File: src/rtl/ddr3_bridge_pkg.sv
// rtl/ddr3_bridge_pkg.sv - shared command codes, burst geometry and FSM states for the DDR3 app bridge
package ddr3_bridge_pkg;

  localparam logic [2:0] DRAM_WRITE = 3'b000;
  localparam logic [2:0] DRAM_READ  = 3'b001;

  localparam int BURST_ADDR_STEP = 8;

  typedef enum logic {
    ST_IDLE  = 1'b0,
    ST_ISSUE = 1'b1
  } bridge_state_e;

endpackage

File: src/rtl/bridge_sync_fifo.sv
// rtl/bridge_sync_fifo.sv - first-word-fall-through synchronous FIFO, DEPTH a power of 2
module bridge_sync_fifo #(
  parameter int WIDTH = 8,
  parameter int DEPTH = 8
) (
  input  logic             dram_clk,
  input  logic             reset_dram,
  input  logic             push,
  input  logic [WIDTH-1:0] push_data,
  input  logic             pop,
  output logic [WIDTH-1:0] pop_data,
  output logic             full,
  output logic             empty
);

  localparam int AW = $clog2(DEPTH);
  localparam int PW = AW + 1;

  logic [WIDTH-1:0] mem [DEPTH];
  logic [PW-1:0]    wr_ptr;
  logic [PW-1:0]    rd_ptr;
  logic             do_push;
  logic             do_pop;

  assign empty    = (wr_ptr == rd_ptr);
  assign full     = (wr_ptr[AW] != rd_ptr[AW]) && (wr_ptr[AW-1:0] == rd_ptr[AW-1:0]);
  assign do_pop   = pop && !empty;
  // A pop frees the slot the same cycle, so a push into a full FIFO is fine alongside it.
  assign do_push  = push && (!full || do_pop);
  assign pop_data = mem[rd_ptr[AW-1:0]];

  always_ff @(posedge dram_clk) begin
    if (do_push) begin
      mem[wr_ptr[AW-1:0]] <= push_data;
    end
  end

  always_ff @(posedge dram_clk or posedge reset_dram) begin
    if (reset_dram) begin
      wr_ptr <= '0;
      rd_ptr <= '0;
    end else begin
      if (do_push) wr_ptr <= wr_ptr + PW'(1);
      if (do_pop)  rd_ptr <= rd_ptr + PW'(1);
    end
  end

endmodule

File: src/rtl/ddr3_app_bridge.sv
// rtl/ddr3_app_bridge.sv - request front-end for the DDR3 controller user port
// Optional statistics counters enabled by defining DDR3_BRIDGE_STATS_EN.
module ddr3_app_bridge
  import ddr3_bridge_pkg::*;
#(
  parameter int ADDR_W  = 28,
  parameter int DATA_W  = 256,
  parameter int MASK_W  = 32,
  parameter int TAG_W   = 4,
  parameter int MAX_OUT = 8
) (
  input  logic              dram_clk,
  input  logic              reset_dram,
  input  logic              init_calib_complete,
  input  logic              req_valid,
  output logic              req_ready,
  input  logic              req_write,
  input  logic [ADDR_W-1:0] req_addr,
  input  logic [DATA_W-1:0] req_wdata,
  input  logic [MASK_W-1:0] req_wmask,
  input  logic [TAG_W-1:0]  req_tag,
  output logic              rsp_valid,
  input  logic              rsp_ready,
  output logic [DATA_W-1:0] rsp_data,
  output logic [TAG_W-1:0]  rsp_tag,
  output logic [2:0]        app_cmd,
  output logic              app_en,
  output logic [ADDR_W-1:0] app_addr,
  input  logic              app_rdy,
  output logic [DATA_W-1:0] app_wdf_data,
  output logic [MASK_W-1:0] app_wdf_mask,
  output logic              app_wdf_wren,
  output logic              app_wdf_end,
  input  logic              app_wdf_rdy,
  input  logic [DATA_W-1:0] app_rd_data,
  input  logic              app_rd_data_valid,
  output logic              err_unexpected,
  output logic [31:0]       stat_wr,
  output logic [31:0]       stat_rd,
  output logic [31:0]       stat_stall
);

  localparam int CRED_W = $clog2(MAX_OUT) + 1;
  localparam int RSP_W  = TAG_W + DATA_W;
  localparam logic [ADDR_W-1:0] ADDR_ALIGN = ~ADDR_W'(BURST_ADDR_STEP - 1);

  bridge_state_e     state;
  logic              cmd_acked;
  logic              wd_acked;
  logic [TAG_W-1:0]  tag_r;
  logic [CRED_W-1:0] credits;

  logic              cmd_fire;
  logic              wd_fire;
  logic              is_write;
  logic              req_fire;
  logic              rd_accept;
  logic              issue_done;
  logic              tag_push;
  logic              rsp_pop;
  logic              rd_match;

  logic [TAG_W-1:0]  tag_head;
  logic              tag_empty;
  logic              tag_full_unused;
  logic [RSP_W-1:0]  rsp_head;
  logic              rsp_empty;
  logic              rsp_full_unused;

  assign cmd_fire  = app_en && app_rdy;
  assign wd_fire   = app_wdf_wren && app_wdf_rdy;
  assign is_write  = (app_cmd == DRAM_WRITE);
  assign req_ready = !reset_dram && (state == ST_IDLE) && init_calib_complete &&
                     (req_write || (credits != '0));
  assign req_fire  = req_valid && req_ready;
  assign rd_accept = req_fire && !req_write;

  // Either channel may already have been acknowledged in an earlier cycle.
  assign issue_done = (state == ST_ISSUE) &&
                      (is_write ? ((cmd_acked || cmd_fire) && (wd_acked || wd_fire)) : cmd_fire);
  assign tag_push   = (state == ST_ISSUE) && !is_write && cmd_fire;
  assign rsp_pop    = rsp_valid && rsp_ready;
  assign rd_match   = app_rd_data_valid && !tag_empty;

  always_ff @(posedge dram_clk or posedge reset_dram) begin
    if (reset_dram) begin
      state        <= ST_IDLE;
      app_cmd      <= DRAM_READ;
      app_en       <= 1'b0;
      app_addr     <= '0;
      app_wdf_data <= '0;
      app_wdf_mask <= '0;
      app_wdf_wren <= 1'b0;
      app_wdf_end  <= 1'b0;
      cmd_acked    <= 1'b0;
      wd_acked     <= 1'b0;
      tag_r        <= '0;
    end else begin
      case (state)
        ST_IDLE: begin
          if (req_fire) begin
            app_addr <= req_addr & ADDR_ALIGN;
            app_cmd  <= req_write ? DRAM_WRITE : DRAM_READ;
            app_en   <= 1'b1;
            tag_r    <= req_tag;
            if (req_write) begin
              app_wdf_data <= req_wdata;
              app_wdf_mask <= req_wmask;
              app_wdf_wren <= 1'b1;
              app_wdf_end  <= 1'b1;
            end
            state <= ST_ISSUE;
          end
        end
        ST_ISSUE: begin
          if (cmd_fire) begin
            app_en    <= 1'b0;
            cmd_acked <= 1'b1;
          end
          if (wd_fire) begin
            app_wdf_wren <= 1'b0;
            app_wdf_end  <= 1'b0;
            wd_acked     <= 1'b1;
          end
          if (issue_done) begin
            cmd_acked <= 1'b0;
            wd_acked  <= 1'b0;
            state     <= ST_IDLE;
          end
        end
        default: state <= ST_IDLE;
      endcase
    end
  end

  // Credits cover every read from accept until its response leaves the rsp port.
  always_ff @(posedge dram_clk or posedge reset_dram) begin
    if (reset_dram) begin
      credits <= CRED_W'(MAX_OUT);
    end else begin
      case ({rd_accept, rsp_pop})
        2'b10:   credits <= credits - CRED_W'(1);
        2'b01:   credits <= credits + CRED_W'(1);
        default: credits <= credits;
      endcase
    end
  end

  always_ff @(posedge dram_clk or posedge reset_dram) begin
    if (reset_dram) begin
      err_unexpected <= 1'b0;
    end else if (app_rd_data_valid && tag_empty) begin
      err_unexpected <= 1'b1;
    end
  end

  bridge_sync_fifo #(.WIDTH(TAG_W), .DEPTH(MAX_OUT)) u_tag_fifo (
    .dram_clk   (dram_clk),
    .reset_dram (reset_dram),
    .push       (tag_push),
    .push_data  (tag_r),
    .pop        (rd_match),
    .pop_data   (tag_head),
    .full       (tag_full_unused),
    .empty      (tag_empty)
  );

  bridge_sync_fifo #(.WIDTH(RSP_W), .DEPTH(MAX_OUT)) u_rsp_fifo (
    .dram_clk   (dram_clk),
    .reset_dram (reset_dram),
    .push       (rd_match),
    .push_data  ({tag_head, app_rd_data}),
    .pop        (rsp_pop),
    .pop_data   (rsp_head),
    .full       (rsp_full_unused),
    .empty      (rsp_empty)
  );

  assign rsp_valid = !rsp_empty;
  assign rsp_tag   = rsp_valid ? rsp_head[RSP_W-1 -: TAG_W] : '0;
  assign rsp_data  = rsp_valid ? rsp_head[DATA_W-1:0] : '0;

`ifdef DDR3_BRIDGE_STATS_EN
  always_ff @(posedge dram_clk or posedge reset_dram) begin
    if (reset_dram) begin
      stat_wr    <= '0;
      stat_rd    <= '0;
      stat_stall <= '0;
    end else begin
      if (issue_done && is_write) stat_wr <= stat_wr + 32'd1;
      if (tag_push)               stat_rd <= stat_rd + 32'd1;
      if ((state == ST_ISSUE) &&
          ((app_en && !app_rdy) || (app_wdf_wren && !app_wdf_rdy))) begin
        stat_stall <= stat_stall + 32'd1;
      end
    end
  end
`else
  assign stat_wr    = '0;
  assign stat_rd    = '0;
  assign stat_stall = '0;
`endif

endmodule

File: config.mk
export PLATFORM = sky130hd
export DESIGN_NAME = ddr3_app_bridge
export DESIGN_NICKNAME = d
export VERILOG_FILES = /design/src/rtl/ddr3_bridge_pkg.sv /design/src/rtl/bridge_sync_fifo.sv /design/src/rtl/ddr3_app_bridge.sv
export SDC_FILE = /design/constraint.sdc
export NUM_CORES = 2
export LEC_CHECK = 0
export ABC_CLOCK_PERIOD_IN_PS = 48200
export CORE_MARGIN = 2
export CORE_UTILIZATION = 35
export CTS_CLUSTER_DIAMETER = 40
export DETAILED_ROUTE_END_ITERATION = 10
export PLACE_DENSITY = 0.52
export SETUP_SLACK_MARGIN = 0.2
export SYNTH_ARGS = -nofsm -noshare
export SYNTH_HDL_FRONTEND = slang
export SYNTH_HIERARCHICAL = 1
export SYNTH_SLANG_ARGS = --single-unit
File: constraint.sdc
create_clock -name dram_clk -period 48.2 [get_ports dram_clk]
set_input_delay 9.64 -clock dram_clk [delete_from_list [all_inputs] [get_ports dram_clk]]
set_output_delay 9.64 -clock dram_clk [all_outputs]
set_load 0.01 [all_outputs]
==> results.py <==
metrics = {
    "layout": {
        "instances_no_fill": 9678,
        "drive_above_1_share": 0.3120,
        "layout.nets": 6301,
        "area.growth.synth_to_final_pct": 30.96,
    },
    "clocking": {
        "cts_root_buffer": "clkbuf_16",
        "clockBufferDepth": 4,
        "numCtsBuffers": 402,
        "cts_tree": "yes",
        "clk_pin_slew_worst_paths_ns": 0.05,
        "clk_latency_ns": 0.91,
        "cts_resized": 0,
        "cts-htree-levels": 5,
        "holdBufCountCts": 0,
        "cts_setup_buffers": 0,
        "cts.sinks": 2456,
    },
    "sta": {
        "finalCriticalPeriod_ns": 21.41,
        "finalHoldViolCount": 0,
        "worstMarginPinSlew_ns": 1.156,
        "clock_skew_ns": 0.03812,
        "fin_crit_sh": 0.4443,
        "holdWs_ns": 0.4616,
        "max_clock_freq_ghz": 0.04670,
        "relSlewSlack": 0.2295,
        "setup_tns_ns": 0,
        "setup_violations": 0,
        "rsz0062_at_grt": "no",
        "layout_setup_ws_ns": 26.79,
        "report.final.slew_viol_count": 0,
    },
    "synthesis": {
        "syn_inst": 4291,
        "yosys_warnings": 6,
        "avgSynthCellArea_um2": 22.20,
        "synth_area_um2": 95270,
    },
    "critical_path": {
        "cpMostUsedCell": "clkdlybuf4s50_1",
        "reg2reg_depth": 13,
        "r2r-end": "u_rsp_fifo/mem[0][229]",
        "path_buf_inv": 3,
        "path_cells": "clkdlybuf4s50_1, inv_8, o2111a_1, clkdlybuf4s50_1",
        "startpoint_type": "input pin",
        "critPathMaxFanout": 101,
        "regToRegStartpoint": "u_rsp_fifo/rd_ptr[0]",
        "crit_path_end_kind": "output pin",
        "crit_type": "in2out",
        "worstPathArrival_ns": 11.77,
        "crit_family": "buffers and inverters",
        "cp.required_ns": 38.56,
        "slowest_delay_ns": 0.64,
        "rrSetupSlack_ns": 41.16,
        "slowest_stage": "clkdlybuf4s50_1",
    },
    "global_routing": {
        "antenna_found_initial": 141,
        "track_usage": 0.1986,
        "grt_pass1_wl_um": 392200,
        "grt_max_degree": 134,
        "grt_pass1_vias": 50760,
        "overflow": 0,
    },
    "power": {
        "powerDensity_nw_per_um2": 71.71,
        "ir_drop_mv": 0.04451,
        "p_leak_nw": 42.26,
        "power_mw": 8.947,
    },
    "drt": {
        "drtIter0Drc": 3180,
        "dr_total_vias": 48240,
        "viasPerCell": 4.984,
        "drc": 0,
        "wl_met1_um": 106100,
        "wl_met3_um": 20860,
        "dr.pass1.iters": 5,
        "top_layer": "met5",
        "wirelength_um": 280000,
        "dr_wl_met2_um": 140500,
        "drtAntennaViolNets": 0,
        "avgRoutedWirePerCell_um": 28.94,
    },
    "worst_hold_path": {
        "hp-start": "err_unexpected",
        "whs_path_depth": 1,
        "worstHoldEndpoint": "err_unexpected",
        "hold_class": "reg2reg",
    },
    "place": {
        "gp_congestion": 0.8855,
        "port_buffers": 1161,
        "dp_slack_ns": 26.69,
        "placedCellCount": 8874,
        "dp_hpwl_um": 176600,
    },
    "status": {
        "status": "finished clean",
    },
    "run": {
        "maxCapViolCount": 0,
    },
    "floorplan": {
        "die-height_um": 525.7,
        "rows": 191,
        "io_pins": 1266,
        "die-area_um2": 276400,
        "die_w_um": 525.7,
        "start_util": 0.3519,
        "core_area_um2": 270800,
    },
}
metrics by stage:
stage               area, um^2    util
floorplan                95650       -
global placement        110400  0.4079
detailed placement      110400  0.4079
CTS                     124600  0.4603
global route            124700  0.4606
finish                  124800  0.4608
registers in the layout (all words and copies together), names as in the netlist, 4 cells and up:
register,count
app_wdf_data,256
app_addr,25
u_rsp_fifo/mem,2080
app_wdf_mask,32
credits,4
tag_r,4
u_tag_fifo/rd_ptr,4
u_rsp_fifo/rd_ptr,4
u_tag_fifo/wr_ptr,4
u_rsp_fifo/wr_ptr,4
u_tag_fifo/mem,32
worst max-delay path by stage:
stage | from | end | slack (ns) | cells past startpoint
global placement | reset_dram | req_ready | 26.66 | 4
detailed placement | reset_dram | req_ready | 26.69 | 4
CTS | reset_dram | req_ready | 26.67 | 4
global route | reset_dram | req_ready | 26.59 | 4
finish | reset_dram | req_ready | 26.79 | 4
floorplan | rsp_ready | u_rsp_fifo/mem[5][0] | 10.04 | 4
layer usage:
layer | GRT usage | up-vias
met5 | 0 | -
met4 | 0.07651 | 58
met3 | 0.05823 | 598
met2 | 0.3398 | 1636
met1 | 0.2351 | 25670
li1 | - | 20280
cell usage in the layout, fill, tap and decap left out, drive strengths merged, types with 6 or more instances in the layout:
master,n
buf,77
mux4,528
o311ai,6
xnor2,18
conb,101
nor4,6
bufinv,59
dfrtp,342
diode,51
nor2b,262
clkbuf,458
nand2,17
inv,46
nor2,9
clkdlybuf4s50,1161
ha,7
nor3,10
edfxtp,2112
clkinv,155
mux2,586
clkinvlp,45
area by class of cell:
cell class | instances | area (um^2)
timing repair buffer | 1238 | 12360
sequential | 2456 | 72040
clock inverter | 295 | 3656
clock buffer | 458 | 10550
multi-input combinational | 1600 | 21520
antenna | 51 | 127.6
tap | 3570 | 4467
inverter | 10 | 45.04
fill | 22870 | 146000
report_power, final:
group / total, mW / leakage, nW / switching [mW] / internal [mW]
Combinational: 3.03 / 12.2 / 1.50 / 1.53
Sequential: 2.96 / 23.3 / 0.175 / 2.78
Clock: 2.96 / 6.81 / 1.06 / 1.91
Total: 8.95 / 42.3 / 2.73 / 6.22
Power figures use the tool's default switching activity.
